==> config.mk <==
export PLATFORM = sky130hd
export DESIGN_NAME = prog_clock_divider
export DESIGN_NICKNAME = d
export VERILOG_FILES = /design/src/rtl/clkdiv_pkg.sv /design/src/rtl/clkdiv_phase_counter.sv /design/src/rtl/prog_clock_divider.sv
export SDC_FILE = /design/constraint.sdc
export NUM_CORES = 1
export LEC_CHECK = 0
export ABC_AREA = 0
export ABC_CLOCK_PERIOD_IN_PS = 10300
export CAP_MARGIN = 30
export CORE_ASPECT_RATIO = 1.75
export CORE_UTILIZATION = 61
export DETAILED_ROUTE_END_ITERATION = 8
export PLACE_DENSITY = 0.84
export SLEW_MARGIN = 10
export SYNTH_ARGS = -nofsm -noshare
export SYNTH_HDL_FRONTEND = slang
export SYNTH_HIERARCHICAL = 1
export SYNTH_SLANG_ARGS = --single-unit
==> constraint.sdc <==
create_clock -name clk_in -period 10.3 [get_ports clk_in]
set_input_delay 2.06 -clock clk_in [delete_from_list [all_inputs] [get_ports clk_in]]
set_output_delay 2.06 -clock clk_in [all_outputs]
set_load 0.01 [all_outputs]
==> src/rtl/clkdiv_pkg.sv <==
// rtl/clkdiv_pkg.sv - shared state encoding and constants for the programmable clock divider
//
// Purpose: common definitions imported by prog_clock_divider and clkdiv_phase_counter.
// Ports:   none (package).

package clkdiv_pkg;

  // Divider control states: IDLE holds clk_out low, RUN generates periods.
  typedef enum logic {
    ST_IDLE = 1'b0,
    ST_RUN  = 1'b1
  } clkdiv_state_e;

  // Smallest divisor that still yields distinct high and low phases.
  localparam int DIV_MIN = 2;

endpackage

==> src/rtl/clkdiv_phase_counter.sv <==
// rtl/clkdiv_phase_counter.sv - phase counter with period-end flag and high-phase compare
//
// Purpose: counts 0..N-1 while advancing, reports the last cycle of a period and
//          whether the next count still falls inside the high phase.
// Ports:
//   clk_in       - clock, rising edge
//   rst          - asynchronous active-high reset
//   i_clear      - hold the count at zero
//   i_advance    - step the count (wraps to zero after N-1)
//   i_div        - divisor N currently in force (>= 2)
//   o_wrap       - count equals N-1 (period end)
//   o_next_high  - count+1 is below the high-phase length ceil(N/2)

module clkdiv_phase_counter
  import clkdiv_pkg::*;
#(
  parameter int WIDTH = 16
) (
  input  logic             clk_in,
  input  logic             rst,
  input  logic             i_clear,
  input  logic             i_advance,
  input  logic [WIDTH-1:0] i_div,
  output logic             o_wrap,
  output logic             o_next_high
);

  logic [WIDTH-1:0] r_cnt;
  logic [WIDTH-1:0] w_last;
  logic [WIDTH-1:0] w_high;
  logic [WIDTH-1:0] w_next;

  assign w_last = i_div - WIDTH'(1);
  // ceil(N/2) computed as N - floor(N/2) so it never overflows WIDTH bits.
  assign w_high = i_div - (i_div >> 1);
  // Only consumed when r_cnt < N-1, so r_cnt+1 always fits.
  assign w_next = r_cnt + WIDTH'(1);

  assign o_wrap      = (r_cnt == w_last);
  assign o_next_high = (w_next < w_high);

  always_ff @(posedge clk_in or posedge rst) begin
    if (rst) begin
      r_cnt <= '0;
    end else if (i_clear) begin
      r_cnt <= '0;
    end else if (i_advance) begin
      r_cnt <= o_wrap ? '0 : w_next;
    end
  end

endmodule

==> src/rtl/prog_clock_divider.sv <==
// rtl/prog_clock_divider.sv - programmable integer clock divider with glitch-free divisor updates
//
// Purpose: produces a registered clk_out of period N clk_in cycles (high ceil(N/2)),
//          with edge ticks and a divisor that only changes at period boundaries.
// Ports:
//   clk_in     - sole clock, rising edge
//   rst        - asynchronous active-high reset
//   en         - run request, sampled in IDLE and at period end
//   div_in     - requested divisor N
//   div_load   - one-cycle strobe capturing div_in
//   div_ack    - pulse: load accepted
//   div_err    - pulse: load rejected (div_in < 2)
//   clk_out    - divided clock
//   rise_tick  - high in the cycle clk_out went 0->1
//   fall_tick  - high in the cycle clk_out went 1->0
//   cur_div    - divisor currently in force

module prog_clock_divider
  import clkdiv_pkg::*;
#(
  parameter int WIDTH       = 16,
  parameter int DEFAULT_DIV = 4
) (
  input  logic             clk_in,
  input  logic             rst,
  input  logic             en,
  input  logic [WIDTH-1:0] div_in,
  input  logic             div_load,
  output logic             div_ack,
  output logic             div_err,
  output logic             clk_out,
  output logic             rise_tick,
  output logic             fall_tick,
  output logic [WIDTH-1:0] cur_div
);

  clkdiv_state_e    r_state;
  logic             r_clk_out;
  logic             r_rise;
  logic             r_fall;
  logic             r_ack;
  logic             r_err;
  logic             r_pend_valid;
  logic [WIDTH-1:0] r_pending;
  logic [WIDTH-1:0] r_cur_div;

  logic             w_wrap;
  logic             w_next_high;
  logic             w_load_ok;
  logic             w_load_bad;
  logic             w_idle;

  assign w_idle     = (r_state == ST_IDLE);
  assign w_load_ok  = div_load && (div_in >= WIDTH'(DIV_MIN));
  assign w_load_bad = div_load && (div_in <  WIDTH'(DIV_MIN));

  clkdiv_phase_counter #(
    .WIDTH (WIDTH)
  ) u_phase (
    .clk_in      (clk_in),
    .rst         (rst),
    .i_clear     (w_idle),
    .i_advance   (!w_idle),
    .i_div       (r_cur_div),
    .o_wrap      (w_wrap),
    .o_next_high (w_next_high)
  );

  always_ff @(posedge clk_in or posedge rst) begin
    if (rst) begin
      r_state      <= ST_IDLE;
      r_clk_out    <= 1'b0;
      r_rise       <= 1'b0;
      r_fall       <= 1'b0;
      r_ack        <= 1'b0;
      r_err        <= 1'b0;
      r_pend_valid <= 1'b0;
      r_pending    <= '0;
      r_cur_div    <= WIDTH'(DEFAULT_DIV);
    end else begin
      r_rise <= 1'b0;
      r_fall <= 1'b0;
      r_ack  <= w_load_ok;
      r_err  <= w_load_bad;

      case (r_state)
        ST_IDLE: begin
          r_clk_out <= 1'b0;
          if (en) begin
            r_state   <= ST_RUN;
            r_clk_out <= 1'b1;
            r_rise    <= 1'b1;
          end
        end
        ST_RUN: begin
          if (w_wrap) begin
            // Period boundary: the only point where the divisor may change.
            if (r_pend_valid) begin
              r_cur_div    <= r_pending;
              r_pend_valid <= 1'b0;
            end
            // clk_out is always low on the last cycle (low phase >= 1).
            if (en) begin
              r_clk_out <= 1'b1;
              r_rise    <= 1'b1;
            end else begin
              r_state   <= ST_IDLE;
              r_clk_out <= 1'b0;
            end
          end else begin
            r_clk_out <= w_next_high;
            r_fall    <= r_clk_out && !w_next_high;
          end
        end
        default: begin
          r_state   <= ST_IDLE;
          r_clk_out <= 1'b0;
        end
      endcase

      // Placed after the period-end handling so a load on the boundary
      // edge lands in pending while the older pending value applies now.
      if (w_load_ok) begin
        if (w_idle && !en) begin
          r_cur_div <= div_in;
        end else begin
          r_pending    <= div_in;
          r_pend_valid <= 1'b1;
        end
      end
    end
  end

  assign div_ack   = r_ack;
  assign div_err   = r_err;
  assign clk_out   = r_clk_out;
  assign rise_tick = r_rise;
  assign fall_tick = r_fall;
  assign cur_div   = r_cur_div;

endmodule

### Word level (Yosys, flattened, before mapping)

Index checks and enable logic that the tools add are counted.

| cells by class | value |
|---|---|
| bitwise operators | 2 |
| add/subtract/negate cells | 3 |
| magnitude comparators | 3 |
| mux-type cells | 20 |
| equal/unequal tests | 1 |
| reduce and logical (&&, ||, !) cells | 7 |

Operator list:

| kind | number |
|---|---|
| 16-bit 2-to-1 mux | 7 |
| 16-bit by 1-bit adder with 16-bit output (second input constant) | 1 |
| 16-bit == test | 1 |
| 16-bit by 2-bit >= comparator with 1-bit output (second input constant) | 1 |
| 16-bit < comparator | 1 |
| 16-bit by 2-bit < comparator with 1-bit output (second input constant) | 1 |
| 16-bit by 1-bit subtractor with 16-bit output (second input constant) | 1 |
| 16-bit by 15-bit subtractor with 16-bit output | 1 |
| 1-bit 2-to-1 mux | 10 |
| 1-bit one-hot mux with 2 select lines | 3 |
| 1-bit logical AND | 4 |
| 1-bit zero test | 2 |
| 1-bit NOT | 2 |
| 2-bit AND reduction | 1 |

| word-level totals | value |
|---|---|
| bits of input ports | 20 |
| word-level logic and storage cells | 46 |
| output and inout bits | 21 |
| register bits after elaboration | 55 |

### Depth between registers and ports, before layout

| logic depth | value |
|---|---|
| word-level depth | 6 |
| depth in mapped cells | 17 |
| gate-level depth less buffers | 17 |

### Modules after synthesis

Netlist, hierarchy kept.

Modules (own cells, without submodules):

| module | cells an instance | area each (µm²) | instances | seq. area each (µm²) |
|---|---|---|---|---|
| clkdiv_phase_counter | 362 | 2895.3 | 1 | 400.4 |
| prog_clock_divider | 111 | 1724.2 | 1 | 977.2 |

### Worst setup path before layout

No wires, ideal clock.

| timing path | value |
|---|---|
| path kind | register to register |
| start | register r_cur_div[0], in the netlist cur_div[0] |
| end | register r_clk_out, in the netlist clk_out |
| path buffers | 0 |
| stages on the path, launching flop included | 17 |
| data required time | 10.175 ns |
| setup time | 0.125 ns |
| path slack | 6.846 ns |
| period minus slack after synthesis | 3.454 ns |
| arrival | 3.329 ns |
| path through | dfrtp_1 inv_1 ha_1 inv_1 fa_1 nor2b_1 o21bai_1 a21oi_1 o211ai_1 a31oi_1 and4b_1 or3_1 ha_1 nand4_1 nor3_1 a21oi_1 mux2_2 |

| between the ends | value |
|---|---|
| longest elaborated chain between the ends | 4 |
| elaborated cells on any way between the ends | 6 |
| classes of those cells | add/sub (2); order compare (1); eq/ne (1); mux (2) |

RTL lines:

| item | line | text |
|---|---|---|
| start, declared | prog_clock_divider.sv:45 | `logic [WIDTH-1:0] r_cur_div;` |
| start signal, assigned | prog_clock_divider.sv:79 | `r_cur_div <= WIDTH'(DEFAULT_DIV);` |
| start signal, assigned | prog_clock_divider.sv:99 | `r_cur_div <= r_pending;` |
| start signal, assigned | prog_clock_divider.sv:125 | `r_cur_div <= div_in;` |
| 16-bit by 15-bit subtractor with 16-bit output | clkdiv_phase_counter.sv:35 | `assign w_high = i_div - (i_div >> 1);` |
| 16-bit < comparator | clkdiv_phase_counter.sv:40 | `assign o_next_high = (w_next < w_high);` |
| named net w_next_high | prog_clock_divider.sv:48 | `logic w_next_high;` |
| 1-bit 2-to-1 mux | prog_clock_divider.sv:96 | `if (w_wrap) begin` |
| 1-bit one-hot mux with 2 select lines | prog_clock_divider.sv:86 | `case (r_state)` |
| end signal, assigned | prog_clock_divider.sv:111 | `r_clk_out <= w_next_high;` |
| end, declared | prog_clock_divider.sv:38 | `logic r_clk_out;` |

The timed path passes the listed nets, and every way through them passes these cells.
A chain may end at the register's enable or synchronous reset.

### Worst setup path in the final report

Same ends and word-level chain as after synthesis.

==> flow_summary.toml <==
[critical_path]
cpPeakStageDelay_ns = 0.48
cp.required_ns = 10.54
worstSetupPathType = "flop to flop"
crit_family = "compound AO/OA/AOI/OAI gates"
crit_path_start_kind = "flop"
cp_slowest_cell = "dfrtp_1"
rrSetupSlack_ns = 6.20
path_cells = "inv_1 > ha_1 > inv_1 > fa_1 > nor2b_1 > o21bai_1 > a21oi_1 > o211ai_1 > a31oi_1 > and4b_1 > or3_1 > ha_1 > a21o_1 > a21oi_1 > o21ai_0 > a21oi_1 > mux2_2"
path_buf_inv = 2
cp_max_fo = 8
arrival_ns = 4.34
cpMostUsedCell = "a21oi_1"
end_kind = "flop"

[global_route]
grt_pass1_vias = 3705
gr-max-usage-layer = "met2"
grt_use_total = 0.290
grt_start_max_net_pins = 40
globalRouteMet3Util = 0.0417
use_met1 = 0.316
use_met2 = 0.533
antenna_found_initial = 0
grt_pass1_wl_mm = 17.3
grt_overflow = 0

[die]
io_pins = 41
num_rows = 41
die_h_um = 117
die_x_um = 67.8
fp.coreArea_um2 = 7280
initial_utilization = 0.634
die_area_um2 = 7940

[timing]
layout_min_cycle_time_ns = 4.10
hold_viol = 0
worst_pin_slew_ns = 0.734
setup-violations-final = 0
tns_ns = 0
rsz0062_at_grt = "false"
clock_skew_ns = 0.00412
hold_ws_ns = 0.508
slew_viol_final = 0
fmax_ghz = 0.244
slew_headroom = 0.510
min_period_over_period = 0.398

[synthesis]
yosysWarningCount = 6
synth_area_per_cell_um2 = 9.77
yosys-mux-area-fraction = 0.131
synth_edf_count = 0
ys_seq_elements = 55
ys_seq_area_frac = 0.298
async_flop_share = 1.00
synth-simple-area-share = 0.184
synth_top_cell_area_share = 0.293
synthTopCellsByArea = "dfrtp_1 (29%), ha_1 (13%), mux2_2 (9.8%)"
synth_adder_area_share = 0.132
synthXorXnorAreaFrac = 0.100
syn-num-nets = 541
synth.cell_area_um2 = 4620
yosys-top-cells-count = "dfrtp_1 (54), ha_1 (47), mux2_2 (40), xnor2_1 (35), nor2_1 (29)"
synth.most_common_cell = "dfrtp_1"
synth_cells = 473
yosysTopAreaCell = "dfrtp_1"
synth-compound-area-share = 0.109
synth.distinct_cells = 60
ys.flop_type = "dfrtp_1"
synth_top_family_by_area = "simple AND/OR/NAND/NOR gates"

[layout]
nets = 574
diodes = 0
drive_gt1_frac = 0.154
fill_cells = 525
area_growth_pct = 12.6

[power_and_ir_drop]
p_comb_frac = 0.540
p_seq_frac = 0.289
ir_worst_vdd_mv = 0.141
power_density_nw_per_um2 = 195
swShare = 0.410
clock_power_share = 0.171
switching_power_uw = 416
p_leak_nw = 2.36
total_power_mw = 1.01
intPower_uw = 598

[job]
max_cap_violations = 0

[routing]
antenna_left = 0
first_iter_violations = 225
totalWireLength_mm = 10.3
wire_per_inst_um = 17.4
vias_per_cell = 6.10
route.detailed.drc = 0
first_pass_iters = 4
vias = 3618

[clocking]
cts_buffers = 5
cts.path.max_buffers = 2
path_clk_slew_ns = 0.07
cts-root-buf = "clkbuf_16"
clk_latency_ns = 0.30
hold_buffers = 0
htree_levels = 2
post_cts_resize_count = 0
clock-sinks = 55
post-cts-setup-buffer-count = 0
cts_tree = "yes"

[placement]
hpwl_mm = 8.05
place_congestion = 0.886
io_buffer_count = 40

[status]
outcome = "completed"

[min_path]
min_path_type = "flop to flop"
## power groups by stage
| stage | registers, mW | clock network (mW) | logic (mW) |
|---|---|---|---|
| 6_report | 0.293 | 0.174 | 0.547 |
| 3_3_place_gp | 0.294 | 0 | 0.520 |
| 5_1_grt | 0.298 | 0.182 | 0.609 |
| 3_5_place_dp | 0.296 | 0 | 0.539 |
| 4_1_cts | 0.292 | 0.178 | 0.543 |
| 2_1_floorplan | 0.276 | 0 | 0.431 |
## stage by stage
step	instances	setup slack, ns	area [µm²]	util
3_5_place_dp	584	6.00	5040	0.692
3_3_place_gp	584	6.07	5040	0.692
5_1_grt	593	5.91	5200	0.714
2_1_floorplan	473	6.85	4620	-
6_report	593	6.20	5200	0.714
4_1_cts	592	6.24	5190	0.712
## path summary, 6_finish.rpt
| kind | start | endpoint | cells after the start |
|---|---|---|---|
| setup / recovery | cur_div[0] | clk_out | 17 |
| hold / removal | r_pending[8] | r_pending[8] | 1 |
| setup reg to reg | cur_div[0] | clk_out | 17 |
| hold reg to reg | r_pending[8] | r_pending[8] | 1 |
| max in group asynchronous | rst | u_phase/r_cnt[13] | 2 |
| min in group asynchronous | rst | u_phase/r_cnt[1] | 2 |
## layout make-up
type / count / area, µm² / share of cell area
Inverter: 28 / 105 / 0.0202
Sequential cell: 55 / 1380 / 0.265
Tap cell: 86 / 108 / 0.0207
Clock inverter: 2 / 16.3 / 0.00313
Timing Repair Buffer: 43 / 430 / 0.0828
Clock buffer: 6 / 129 / 0.0248
Multi-Input combinational cell: 373 / 3040 / 0.584
## cell usage in the layout, fill, tap and decap left out, drive strengths merged, types with 4 or more instances in the layout
cell type	count
a21o	6
a21oi	20
a31oi	6
and3	15
clkbuf	6
clkdlybuf4s50	40
dfrtp	54
ha	47
inv	29
mux2	50
nand2	11
nand2b	22
nand3	22
nand4	5
nor2	29
nor2b	5
nor3	6
nor3b	4
nor4	6
nor4b	6
o21ai	23
o21bai	5
xnor2	35
xor2	18
## layer usage
layer	wire length, µm	part of all wire	vias to the layer above
li1	-	-	1737
met1	3940	0.38	1785
met2	5790	0.56	77
met3	275	0.027	19
met4	317	0.031	0
met5	0	0	-
## logic make-up (layout without fill, tap and decap cells)
| family | count (synthesis) | in the layout |
|---|---|---|
| adders and majority gates | 48 | 48 |
| DFF | 55 | 55 |
| AOI/OAI and AO/OA | 76 | 76 |
| buffers and inverters | 45 | 79 |
| and+or+nand+nor | 145 | 145 |
| muxes | 51 | 51 |
| xor gates and xnor gates | 53 | 53 |
## flip-flops by register name, summed over array words and instances (netlist names)
name	flops
cur_div	16
r_pending	16
u_phase/r_cnt	16
clk_out	1
div_ack	1
div_err	1
fall_tick	1
r_pend_valid	1
r_state	1
rise_tick	1
No activity file was read; power rests on OpenSTA's default activity.
